### config.mk
export PLATFORM = sky130hd
export DESIGN_NAME = switch_conditioner
export DESIGN_NICKNAME = d
export VERILOG_FILES = /design/src/rtl/switch_conditioner.sv
export SDC_FILE = /design/constraint.sdc
export NUM_CORES = 1
export LEC_CHECK = 0
export CORE_MARGIN = 4
export CORE_UTILIZATION = 45
export DETAILED_ROUTE_END_ITERATION = 12
export PLACE_DENSITY = 0.78
export SETUP_SLACK_MARGIN = 0.2
export SYNTH_ARGS = -nofsm -noshare
export SYNTH_HDL_FRONTEND = slang
export SYNTH_SLANG_ARGS = --single-unit
### constraint.sdc
create_clock -name clk -period 1.8 [get_ports clk]
set_clock_uncertainty 0.1 [all_clocks]
set_input_delay 0.36 -clock clk [delete_from_list [all_inputs] [get_ports clk]]
set_output_delay 0.36 -clock clk [all_outputs]
set_load 0.03 [all_outputs]
### src/rtl/switch_conditioner.sv
// switch_conditioner: synchronizes and debounces board switches, reports changes; SWITCH_CONDITIONER_STICKY_EN adds a sticky changed flag
module switch_conditioner #(
    parameter int WIDTH = 16,
    parameter int DEBOUNCE_CYCLES = 4
) (
    input  logic             clk,
    input  logic             rst,
    input  logic [WIDTH-1:0] sw_raw,
    output logic [WIDTH-1:0] sw_out,
    output logic             change_pulse,
    output logic [WIDTH-1:0] change_mask,
    output logic             changed_flag,
    input  logic             changed_ack
);
    localparam int CW = $clog2(DEBOUNCE_CYCLES + 1);
    localparam logic [CW-1:0] LAST = CW'(DEBOUNCE_CYCLES - 1);
    logic [WIDTH-1:0] sync1, sync2, sw_next;
    logic [CW-1:0] cnt [WIDTH];
    logic [CW-1:0] cnt_next [WIDTH];
    // per-bit debounce: count consecutive mismatches, accept on the last one, any match restarts
    always_comb begin
        sw_next = sw_out;
        for (int i = 0; i < WIDTH; i++) begin
            cnt_next[i] = '0;
            if (sync2[i] != sw_out[i]) begin
                if (cnt[i] == LAST) sw_next[i] = sync2[i];
                else cnt_next[i] = cnt[i] + 1'b1;
            end
        end
    end
    // synchronizer, debounce state and registered change report
    always_ff @(posedge clk) begin
        if (rst) begin
            sync1 <= '0;
            sync2 <= '0;
            sw_out <= '0;
            change_mask <= '0;
            change_pulse <= 1'b0;
            for (int i = 0; i < WIDTH; i++) cnt[i] <= '0;
        end else begin
            sync1 <= sw_raw;
            sync2 <= sync1;
            sw_out <= sw_next;
            change_mask <= sw_next ^ sw_out;
            change_pulse <= |(sw_next ^ sw_out);
            for (int i = 0; i < WIDTH; i++) cnt[i] <= cnt_next[i];
        end
    end
`ifdef SWITCH_CONDITIONER_STICKY_EN
    // sticky flag: a new change wins over a simultaneous acknowledge
    always_ff @(posedge clk) begin
        if (rst) changed_flag <= 1'b0;
        else changed_flag <= (|(sw_next ^ sw_out)) | (changed_flag & ~changed_ack);
    end
`else
    logic unused_ack;
    assign unused_ack = changed_ack;
    assign changed_flag = 1'b0;
`endif
endmodule

**Word-level counts from Yosys, hierarchy flattened**

Memories as Yosys holds them, arrays and structs flattened.
Index checks and enable logic that the tools add are counted.

- Memories: 1
- Bits in writable memories: 48
- Bits in latches: 0
- Memory bits (read-only): 0
- Flip-flop bits (word level): 65
- Output and inout port bits: 34
- Input port bits: 19

Memory list:

| memory | depth | width | rd ports | clocked after Yosys merged registers in | wr ports | RTL line | text |
|---|---|---|---|---|---|---|---|
| cnt | 16 | 3 | 16 | 0 | 16 | 18 | `logic [CW-1:0] cnt [WIDTH];` |

- Bitwise gates (word level): 17
- Multipliers: 0
- Order comparisons: 0
- Equality and inequality tests: 32
- Div/mod/pow operators: 0
- Add/subtract/negate cells: 16
- Shifts and indexed selects: 0
- Multiplexer cells: 83
- Reductions and logical operators: 1

Operator list:

| operator | count |
|---|---|
| $mux W3 | 48 |
| $add A3 B1 Y3 const B | 16 |
| $eq A3 B2 Y1 const B | 16 |
| $mux W1 | 35 |
| $ne A1 B1 Y1 | 16 |
| $or A1 B1 Y1 | 16 |
| $reduce_or A16 Y1 | 1 |
| $xor A16 B16 Y16 | 1 |

**Logic depth before layout (Yosys ltp)**

Gate-level depths: netlist of the first run.
An unclocked memory read counts as a cell.

- Word-level depth: 6
- Gate-level depth with buffers: 6

**Worst setup path before layout of the first run**

Ideal clock, no wire load.

- Path kind: reg-to-reg
- Start point: memory cnt[0][3] (netlist name)
- End point: register change_pulse
- Cell stages (with the launch flop): 7
- Slack: 380 ps
- Data arrival time: 1189 ps
- Period minus slack after synthesis: 1420 ps
- Setup time: 131 ps
- Cells stage by stage: dfxtp_1 -> ha_1 -> ha_1 -> inv_1 -> o22ai_1 -> nor4_1 -> a31oi_1

RTL lines:

| item | RTL line | text |
|---|---|---|
| from (decl) | 18 |  |
| to (signal assigned) | 45 | `change_pulse <= \|(sw_next ^ sw_out);` |
| to (decl) | 10 | `output logic change_pulse,` |

==> Flow_metrics.wiki, run 1 <==
{| class="wikitable"
! Metric !! Value
|-
| Leakage || 2.07 nW
|-
| Diodes inserted || 0
|-
| Core footprint || 8720 µm²
|-
| Dominant register cell in the synthesized netlist || sky130_fd_sc_hd__dfxtp_1
|-
| 1st-iter DRT viols || 30
|-
| Maximum number of pins on one net before global-route repair || 28
|-
| Synthesized instance count || 376
|-
| Commonest cells after routing, fill and taps aside || sky130_fd_sc_hd__dfxtp_1, sky130_fd_sc_hd__inv_1, sky130_fd_sc_hd__nor2_1
|-
| Power density relative to cell area || 1170 nW/µm²
|-
| Share of synthesized flip-flops with an asynchronous set or reset || 0
|-
| Horiz. Die Dim || 103 µm
|-
| Hold WC Path Type || in -> reg
|-
| Tmin final || 1560 ps
|-
| Flip-flop and latch count after synthesis || 113
|-
| Arrival time at the worst endpoint || 1830 ps
|-
| Die Ht || 103 µm
|-
| Detailed-route via count || 2530
|-
| RSZ-0062 raised after global routing || yes
|-
| Vias in the first global route || 2552
|-
| Final Cycle Share || 0.865
|-
| Routed length per instance || 11.1 µm
|-
| Total routing usage reported by global routing || 0.136
|-
| Maximum vdd drop || 0.000808 V
|-
| Avg Inst Size Synth || 10.7 µm²
|-
| Area growth from synthesis to layout || 26.9%
|-
| Count of flip-flops with a built-in enable after synthesis || 0
|-
| Number of remaining DRC errors || 0
|-
| Startpoint-to-endpoint class of the critical path || reg -> reg
|-
| Fraction of the yosys area taken by sequential cells || 0.563
|-
| Number of unique standard cell types used by synthesis || 22
|-
| Layout cell share with drive strength beyond 1 || 0.249
|-
| Number of CTS-inserted buffers || 17
|-
| Count of filler cells inserted in the layout || 723
|-
| # setup viols final || 0
|-
| Upper clock frequency limit || 642 MHz
|-
| Wire length of the first global-routing pass || 10800 µm
|-
| Post-Synthesis Net Count || 427
|-
| CP max FO || 3
|-
| Total wire length after detailed routing || 6200 µm
|-
| Number of routed nets with antenna violations || 0
|-
| Standard-cell row count || 34
|-
| Number of sinks on the clock net || 113
|-
| Overall overflow remaining after global route || 0
|-
| Commonest non-fill, non-tap cell in the layout || sky130_fd_sc_hd__dfxtp_1
|-
| Number of H-tree levels || 4
|-
| Synth warnings || 0
|-
| Post-synthesis cell area || 4020 µm²
|-
| Antenna violations before repair || 0
|-
| Final HPWL DP || 4400 µm
|-
| Clock tree from TritonCTS || done
|-
| Number of slew-limit violations in the final report || 0
|-
| Number of vias per cell || 4.51
|-
| Routability cong. || 0.713
|-
| CTS root buffer || sky130_fd_sc_hd__clkbuf_8
|-
| Required @ worst endpoint || 2070 ps
|-
| Max-capacitance violation count || 0
|-
| Floorplan die area || 10500 µm²
|-
| Share of the core filled with cells || 0.585
|-
| First-pass detailed-route iteration total || 4
|-
| Maximum root-to-sink buffer count || 2
|-
| Capturing element type of the critical path || flip-flop
|-
| Hold bufs inserted after CTS || 0
|-
| Worst-skew pair later-pin latency || 500 ps
|-
| Number of I/O port buffers || 50
|-
| Final #Nets || 491
|-
| I/O pin count || 53
|-
| Result of the run || complete, no violations
|-
| Number of endpoints with negative hold slack in the final report || 0
|-
| Clock slew at the register clock pins of the worst setup and hold paths || 50 ps
|-
| Setup crit start kind || flip-flop
|-
| Total Negative Setup Slacks || 0 ps
|-
| Starting density of the core || 0.461
|}
[power by group]
group | switching (W) | internal [W]
clock network | 0.00105 | 0.00220
registers | 0.0000202 | 0.00255
logic | 0.0000688 | 0.0000810
total | 0.00114 | 0.00483
[critical path, stage by stage (launching register included)]
cell and delay [ps]:
sky130_fd_sc_hd__dfxtp_1 320, sky130_fd_sc_hd__ha_1 220, sky130_fd_sc_hd__ha_1 230, sky130_fd_sc_hd__inv_1 80, sky130_fd_sc_hd__o22ai_1 90, sky130_fd_sc_hd__nor4_2 290, sky130_fd_sc_hd__a31oi_1 110
[Yosys cell counts, drive strengths merged, types with 3 or more instances]
master | instances | area share
inv | 44 | 0.041
nor2b | 32 | 0.050
clkbuf | 3 | 0.0028
xnor2 | 16 | 0.040
dfxtp | 113 | 0.56
nand2 | 4 | 0.0037
and3 | 4 | 0.0062
nor2 | 66 | 0.077
or3 | 12 | 0.029
ha | 32 | 0.10
mux2i | 16 | 0.040
o22ai | 8 | 0.012
buf | 7 | 0.012
nor3 | 16 | 0.020
[flip-flops by register name, indices dropped and copies added, names as in the netlist]
name	flops
cnt	48
change_mask	16
sw_out	16
sync1	16
sync2	16
change_pulse	1
[what timing repair did]
action                                  4_1_cts  5_1_grt
setup buffers                                 0        0
gates resized for setup                     136       45
pin swaps                                     1        2
endpoints found under the setup margin       34       21
[cells by family after synthesis]
group | synth area share
buffers and inverters | 0.0563
AO/OA/AOI/OAI | 0.0140
multiplexers | 0.0398
XOR/XNOR | 0.0404
AND/OR/NAND/NOR | 0.186
adder cells (fa/ha/maj) | 0.0996
flip-flops | 0.563
other | 0.000933
[path summary, 6_finish.rpt]
path	startpoint	end	slack (ps)	depth (start not counted)
max	cnt[0][15]$_SDFF_PP0_	change_pulse$_SDFF_PP0_	240	6
min	rst	sync2[13]$_SDFF_PP0_	210	3
max reg2reg	cnt[0][15]$_SDFF_PP0_	change_pulse$_SDFF_PP0_	240	6
min reg2reg	cnt[1][0]$_SDFF_PP0_	cnt[1][0]$_SDFF_PP0_	320	1
[stage by stage]
step,power (W),cell area (µm²),setup slack (ps),hold WS (ps),std cells
floorplan,0.00272,4020,380,297,376
CTS,0.00604,5170,188,196,561
global placement,0.00277,4630,172,305,529
global route,0.00619,5100,172,206,561
finish,0.00597,5100,243,212,561
detailed placement,0.00277,4630,151,314,529
[layout make-up]
class                   instances  area (µm²)  share of cell area
flip-flops and latches        113        2260               0.444
multi-input cells             209        1550               0.304
clock buffers                  21         459              0.0900
repair buffers                 55         392              0.0768
inverters                      44         165              0.0324
clock inverters                11         135              0.0265
well taps                     108         135              0.0265
[layer usage]
layer,up-vias,share of wire,wire length (µm),GRT usage
li1,1320,-,-,-
met1,1163,0.42,2630,0.145
met2,42,0.50,3110,0.226
met3,5,0.065,405,0.0704
met4,0,0.0079,49,0.0575
met5,-,0,0,0
Note: power is estimated with default switching activity, not from simulation.
==> run 2, diff against run 1 <==
--- a/config.mk
+++ b/config.mk
@@ -8,7 +8,8 @@
 export CORE_MARGIN = 4
 export CORE_UTILIZATION = 45
 export DETAILED_ROUTE_END_ITERATION = 12
-export PLACE_DENSITY = 0.78
+export DONT_BUFFER_PORTS = 1
+export PLACE_DENSITY = 0.71
 export SETUP_SLACK_MARGIN = 0.2
 export SYNTH_ARGS = -nofsm -noshare
 export SYNTH_HDL_FRONTEND = slang
==> Flow_metrics.wiki, run 2 (synthesis gave the netlist of run 1 again) <==
{| class="wikitable"
! Metric !! Value
|-
| Result of the run || complete, no violations
|-
| Startpoint of the lowest-slack register-to-register path || cnt[1][9]$_SDFF_PP0_
|-
| Area growth from synthesis to layout || 28.2%
|-
| Combined area of the multi-input logic cells || 1580 µm² (+1.5%)
|-
| Required @ worst endpoint || 2060 ps (about the same)
|-
| 1st-iter DRT viols || 51 (+70%)
|-
| Core footprint || 8720 µm² (unchanged)
|-
| Wire length of the first global-routing pass || 11200 µm (+3.5%)
|-
| Number of sinks on the clock net || 113 (unchanged)
|-
| Arrival time at the worst endpoint || 1770 ps (-60 ps)
|-
| Worst hold start || rst
|-
| # setup viols final || 0 (unchanged)
|-
| I/O pin count || 53 (unchanged)
|-
| Standard-cell row count || 34 (unchanged)
|-
| Final #Nets || 480 (-2.2%)
|-
| Hold-critical path endpoint || sw_out[0]$_SDFF_PP0_
|-
| Antenna violations before repair || 0 (unchanged)
|-
| CP max FO || 3 (unchanged)
|-
| Horiz. Die Dim || 103 µm (unchanged)
|-
| Number of vias per cell || 4.61 (+2.2%)
|-
| Maximum number of pins on one net before global-route repair || 61 (+120%)
|-
| Number of endpoints with negative hold slack in the final report || 0 (unchanged)
|-
| Setup crit start kind || flip-flop
|-
| Tmin final || 1510 ps (-44.6 ps)
|-
| Layout cell share with drive strength beyond 1 || 0.213 (-0.0368)
|-
| Leakage || 2.04 nW (-1.2%)
|-
| Total routing usage reported by global routing || 0.140 (+0.00453)
|-
| Worst reg-to-reg path cell count || 6 (unchanged)
|-
| Post-Layout Inst Area || 5150 µm² (+1.0%)
|-
| Footprint of the flip-flops and latches || 2260 µm² (about the same)
|-
| Starting density of the core || 0.461 (unchanged)
|-
| Routability cong. || 0.669 (-6.2%)
|-
| Vias in the first global route || 2465 (-3.4%)
|-
| Number of flip-flops in the largest register || 48 (unchanged)
|-
| Placed Instance Area || 4220 µm² (-8.9%)
|-
| Floorplan die area || 10500 µm² (unchanged)
|-
| Number of remaining DRC errors || 0 (unchanged)
|-
| Die Ht || 103 µm (unchanged)
|-
| Detailed-route via count || 2534 (+0.16%)
|-
| Final HPWL DP || 4210 µm (-4.3%)
|-
| Number of H-tree levels || 4 (unchanged)
|-
| CTS root buffer || sky130_fd_sc_hd__clkbuf_8
|-
| Routed length per instance || 12.2 µm (+10%)
|-
| Number of routed nets with antenna violations || 0 (unchanged)
|-
| Upper clock frequency limit || 661 MHz (+3.0%)
|-
| Power density relative to cell area || 1170 nW/µm² (-0.24%)
|-
| Place WS || 109 ps (-41.9 ps)
|-
| Total Negative Setup Slacks || 0 ps (unchanged)
|-
| Final critical-path setup slack || 287 ps (+44.6 ps)
|-
| Startpoint-to-endpoint class of the critical path || reg -> reg
|-
| Hold Path Stages || 2 (-1)
|-
| Clock slew at the register clock pins of the worst setup and hold paths || 50 ps (about the same)
|-
| RSZ-0062 raised after global routing || no
|-
| Hold WC Path Type || in -> reg
|-
| Capturing element type of the critical path || flip-flop
|-
| Register with the most flip-flops || cnt
|-
| Number of CTS-inserted buffers || 17 (unchanged)
|-
| Worst Hold Margin || 105 ps (-107 ps)
|-
| Worst-skew pair later-pin latency || 490 ps (about the same)
|-
| First-pass detailed-route iteration total || 4 (unchanged)
|-
| Worst setup slack for register-to-register paths || 290 ps (+40 ps)
|-
| Final Cycle Share || 0.840 (-0.0248)
|-
| Total wire length after detailed routing || 6690 µm (+7.8%)
|-
| End of the worst register-to-register path || change_pulse$_SDFF_PP0_
|-
| Maximum vdd drop || 0.000640 V (-21%)
|-
| Commonest non-fill, non-tap cell in the layout || sky130_fd_sc_hd__dfxtp_1
|-
| Number of I/O port buffers || 0 (-100%)
|-
| Diodes inserted || 0 (unchanged)
|-
| Count of filler cells inserted in the layout || 687 (-5.0%)
|-
| Max-capacitance violation count || 0 (unchanged)
|-
| Maximum root-to-sink buffer count || 2 (unchanged)
|-
| Number of slew-limit violations in the final report || 0 (unchanged)
|-
| Commonest cells after routing, fill and taps aside || sky130_fd_sc_hd__dfxtp_1, sky130_fd_sc_hd__nor2_1, sky130_fd_sc_hd__inv_1
|-
| Clock tree from TritonCTS || done
|-
| Overall overflow remaining after global route || 0 (unchanged)
|}
run 2: cell type report:
class / count / area share
repair buffers: 44 / 0.0811
multi-input cells: 209 / 0.306
clock inverters: 9 / 0.0252
well taps: 108 / 0.0262
clock buffers: 23 / 0.0906
inverters: 44 / 0.0320
flip-flops and latches: 113 / 0.439
run 2: metal layers:
layer	GRT usage	wire, µm
met1	0.159	2960
met2	0.237	3320
met3	0.0562	340
met4	0.0545	71
met5	0	0
run 2: worst max-delay path by stage:
stage,from,end
CTS,cnt[0][15]$_SDFF_PP0_,change_pulse$_SDFF_PP0_
global placement,cnt[0][3]$_SDFF_PP0_,change_pulse$_SDFF_PP0_
detailed placement,cnt[0][3]$_SDFF_PP0_,change_pulse$_SDFF_PP0_
finish,cnt[1][9]$_SDFF_PP0_,change_pulse$_SDFF_PP0_
floorplan,cnt[0][3]$_SDFF_PP0_,change_pulse$_SDFF_PP0_
global route,cnt[0][18]$_SDFF_PP0_,change_pulse$_SDFF_PP0_
run 2: metrics by stage:
step                cells  utilization  total power [W]
floorplan             376            -          0.00272
global placement      490        0.483          0.00270
detailed placement    490        0.483          0.00271
CTS                   550        0.588          0.00608
global route          550        0.591          0.00622
finish                550        0.591          0.00602
run 2: power breakdown:
part / switching (W) / leakage (nW) / internal [W]
sequential: 0.0000204 / 0.918 / 0.00255
clock: 0.00108 / 0.292 / 0.00222
combinational: 0.0000679 / 0.833 / 0.0000851
run 2: repair_timing:
item	4_1_cts	5_1_grt
pin swaps	2	2
buffers inserted	0	0
gates cloned	0	0
hold endpoints to repair	108	0
resized for setup	5	9
setup endpoints to repair	1	1
hold buffers	28	0
run 2: worst max-delay path, stage by stage, from the launching register on:
cell and delay, ps:
sky130_fd_sc_hd__dfxtp_1 320, sky130_fd_sc_hd__ha_1 230, sky130_fd_sc_hd__ha_4 180, sky130_fd_sc_hd__inv_2 50
sky130_fd_sc_hd__o22ai_2 90, sky130_fd_sc_hd__nor4_2 300, sky130_fd_sc_hd__a31oi_1 110
==> run 3, diff against run 2 <==
==> constraint.sdc (replaced) <==
create_clock -name clk -period 1.4 [get_ports clk]
set_clock_uncertainty 0.1 [all_clocks]
set_input_delay 0.28 -clock clk [delete_from_list [all_inputs] [get_ports clk]]
set_output_delay 0.28 -clock clk [all_outputs]
set_load 0.03 [all_outputs]
==> Flow_metrics.wiki, run 3 (synthesis gave the netlist of run 1 again) <==
{| class="wikitable"
! Metric !! Value
|-
| Result of the run || complete, but fails checks
|-
| Violated checks || negative hold slack, negative setup slack
|-
| Part of the total power dissipated in the clock network || 0.538 (-0.010)
|-
| Number of sinks on the clock net || 113 (unchanged)
|-
| Clock slew at the register clock pins of the worst setup and hold paths || 50 ps (about the same)
|-
| Antenna violations before repair || 0 (unchanged)
|-
| Routed length per instance || 13.8 µm (+14%)
|-
| Final #Nets || 525 (+9.4%)
|-
| Arrival time at the worst endpoint || 1670 ps (-100 ps)
|-
| Number of H-tree levels || 4 (unchanged)
|-
| Design internal power || 0.00610 W (+26%)
|-
| Number of flip-flops in the largest register || 48 (unchanged)
|-
| Launching instance or port of the critical path || cnt[0][18]$_SDFF_PP0_
|-
| CTS root buffer || sky130_fd_sc_hd__clkbuf_8
|-
| Number of non-filler instances in the completed layout || 592 (+7.6%)
|-
| Maximum vdd drop || 0.000946 V (+48%)
|-
| Hold WC Path Type || in -> reg
|-
| Most crowded layer after global routing || met2
|-
| Number of vias per cell || 4.67 (+1.4%)
|-
| Worst-skew pair later-pin latency || 500 ps (about the same)
|-
| Number of endpoints with negative hold slack in the final report || 87 (+87)
|-
| Combinational group share of total power || 0.028 (+0.003)
|-
| Clock tree from TritonCTS || done
|-
| I/O pin count || 53 (unchanged)
|-
| Share of power burned in registers || 0.434 (+0.007)
|-
| Total Negative Setup Slacks || -1.48 ps (-1.48 ps)
|-
| Layout cell share with drive strength beyond 1 || 0.550 (+0.337)
|-
| Cell repeated most along the worst path || sky130_fd_sc_hd__ha_4
|-
| Global-route track usage on met1 || 0.167 (+0.00773)
|-
| Setup crit start kind || flip-flop
|-
| Leakage || 2.34 nW (+15%)
|-
| Routing usage on met2 || 0.309 (+0.0715)
|-
| Maximum number of pins on one net before global-route repair || 82 (+34%)
|-
| Slowest stage delay, CP || 330 ps (about the same)
|-
| Routability cong. || 0.692 (+3.4%)
|-
| Overall overflow remaining after global route || 0 (unchanged)
|-
| NetSw || 0.00146 W (+25%)
|-
| Hold bufs inserted after CTS || 32 (+14%)
|-
| Horiz. Die Dim || 103 µm (unchanged)
|-
| Depth of the critical timing path with buffers and inverters included || 6 (unchanged)
|-
| Met3 Usage GRT || 0.0548 (-0.00135)
|-
| Worst reg-to-reg path cell count || 6 (unchanged)
|-
| Worst setup slack for register-to-register paths || -1 ps (-290 ps)
|-
| Vias in the first global route || 3018 (+22%)
|-
| Startpoint of the lowest-slack register-to-register path || cnt[0][18]$_SDFF_PP0_
|-
| Standard-cell row count || 34 (unchanged)
|-
| Cells after DPL || 506 (+3.3%)
|-
| RSZ-0062 raised after global routing || yes
|-
| Commonest cells after routing, fill and taps aside || sky130_fd_sc_hd__dfxtp_1, sky130_fd_sc_hd__dfxtp_2, sky130_fd_sc_hd__inv_1
|-
| 1st-iter DRT viols || 34 (-33%)
|-
| Series of cell instances along the critical path || ha_4 -> ha_4 -> inv_4 -> o22ai_4 -> nor4_2 -> a31oi_1
|-
| Power density relative to cell area || 1200 nW/µm² (+2.9%)
|-
| End of the worst register-to-register path || change_pulse$_SDFF_PP0_
|-
| End of the critical path || change_pulse$_SDFF_PP0_
|-
| First-pass detailed-route iteration total || 4 (unchanged)
|-
| Core footprint || 8720 µm² (unchanged)
|-
| Power after layout || 0.00755 W (+26%)
|-
| Area growth from synthesis to layout || 56.4%
|-
| Capturing element type of the critical path || flip-flop
|-
| Total wire length after detailed routing || 8190 µm (+22%)
|-
| Final HPWL DP || 4560 µm (+8.2%)
|-
| Number of slew-limit violations in the final report || 0 (unchanged)
|-
| Final critical-path setup slack || -1.48 ps (-289 ps)
|-
| Register with the most flip-flops || cnt
|-
| Max-capacitance violation count || 0 (unchanged)
|-
| Crit-path leading delay family || flip-flops
|-
| Number of remaining DRC errors || 0 (unchanged)
|-
| Combined area of the multi-input logic cells || 2160 µm² (+37%)
|-
| Startpoint-to-endpoint class of the critical path || reg -> reg
|-
| Cell at the slowest stage of the critical path || sky130_fd_sc_hd__dfxtp_2
|-
| Number of I/O port buffers || 0 (unchanged)
|-
| Detailed-route via count || 2765 (+9.1%)
|-
| Maximum root-to-sink buffer count || 2 (unchanged)
|-
| Final Cycle Share || 1.00 (+0.161)
|-
| Total routing usage reported by global routing || 0.166 (+0.0253)
|-
| Diodes inserted || 0 (unchanged)
|-
| CP max FO || 3 (unchanged)
|-
| Number of buffer and inverter stages on the critical path || 1 (unchanged)
|-
| Required @ worst endpoint || 1670 ps (-390 ps)
|-
| Die Ht || 103 µm (unchanged)
|-
| Wire length of the first global-routing pass || 13400 µm (+20%)
|-
| Floorplan die area || 10500 µm² (unchanged)
|-
| Worst Hold Margin || -250 ps (-355 ps)
|-
| Footprint of the flip-flops and latches || 2390 µm² (+5.8%)
|-
| Upper clock frequency limit || 714 MHz (+7.9%)
|-
| Number of routed nets with antenna violations || 0 (unchanged)
|-
| Number of CTS-inserted buffers || 17 (unchanged)
|-
| Commonest non-fill, non-tap cell in the layout || sky130_fd_sc_hd__dfxtp_1
|-
| Tmin final || 1400 ps (-111 ps)
|-
| Proportion of total power due to net switching || 0.193 (-0.00138)
|-
| Starting density of the core || 0.461 (unchanged)
|-
| # setup viols final || 1 (+1)
|-
| Count of filler cells inserted in the layout || 553 (-20%)
|-
| Share of the core filled with cells || 0.721 (+0.130)
|}
## run 3: changes by cell type in the layout (fill, tap and decap cells not counted), moves of 7 or more
cell / previous run / this run
sky130_fd_sc_hd__dfxtp_1: 113 / 48
sky130_fd_sc_hd__dfxtp_2: 0 / 45
sky130_fd_sc_hd__buf_6: 0 / 32
sky130_fd_sc_hd__ha_4: 1 / 32
sky130_fd_sc_hd__ha_1: 26 / 0
sky130_fd_sc_hd__dfxtp_4: 0 / 20
sky130_fd_sc_hd__buf_4: 16 / 31
sky130_fd_sc_hd__nor2_1: 42 / 32
sky130_fd_sc_hd__inv_4: 0 / 7
sky130_fd_sc_hd__xnor2_1: 13 / 6
## run 3: area by class of cell
| type | count | area share |
|---|---|---|
| Tap cell | 108 | 0.0215 |
| Timing Repair Buffer | 89 | 0.136 |
| Sequential cell | 113 | 0.381 |
| Multi-Input combinational cell | 209 | 0.343 |
| Inverter | 44 | 0.0290 |
| Clock buffer | 23 | 0.0774 |
| Clock inverter | 6 | 0.0127 |
## run 3: per-stage QoR
| stage | cell area (µm²) | setup slack (ps) | hold slack, ps |
|---|---|---|---|
| 6_report | 6290 | -1.48 | -250 |
| 5_1_grt | 6290 | -52.4 | -285 |
| 4_1_cts | 6010 | -12.2 | -292 |
| 3_5_place_dp | 4620 | -30.8 | 256 |
| 3_3_place_gp | 4620 | -6.47 | 254 |
| 2_1_floorplan | 4310 | 76.2 | 297 |
## run 3: how the worst min path moves through the flow
stage | startpoint | to | slack (ps) | cells after the start
2_1_floorplan | cnt[0][3]$_SDFF_PP0_ | cnt[0][3]$_SDFF_PP0_ | 300 | 1
3_3_place_gp | rst | sw_out[4]$_SDFF_PP0_ | 250 | 1
3_5_place_dp | rst | sw_out[4]$_SDFF_PP0_ | 260 | 1
4_1_cts | rst | sw_out[1]$_SDFF_PP0_ | -290 | 1
5_1_grt | rst | change_mask[1]$_SDFF_PP0_ | -280 | 1
6_report | rst | change_mask[1]$_SDFF_PP0_ | -250 | 1
## run 3: routing by layer
layer,wire length [µm],vias to the layer above
li1,-,1390
met5,0,-
met3,344,7
met2,4590,47
met1,3190,1321
met4,69,0
## run 3: power by group through the flow
stage / Combinational [W] / Clock [W] / Sequential [W]
4_1_cts: 0.000192 / 0.00413 / 0.00328
5_1_grt: 0.000234 / 0.00430 / 0.00328
3_3_place_gp: 0.000118 / 0 / 0.00337
3_5_place_dp: 0.000123 / 0 / 0.00337
2_1_floorplan: 0.000136 / 0 / 0.00337
6_report: 0.000210 / 0.00406 / 0.00328
## run 3: timing repair
item | in CTS | in global routing
setup endpoints to repair | 81 | 96
endpoints found under the hold margin | 113 | 87
gates resized for setup | 103 | 63
buffers inserted | 21 | 10
pin swaps | 24 | 36
cloned | 0 | 0
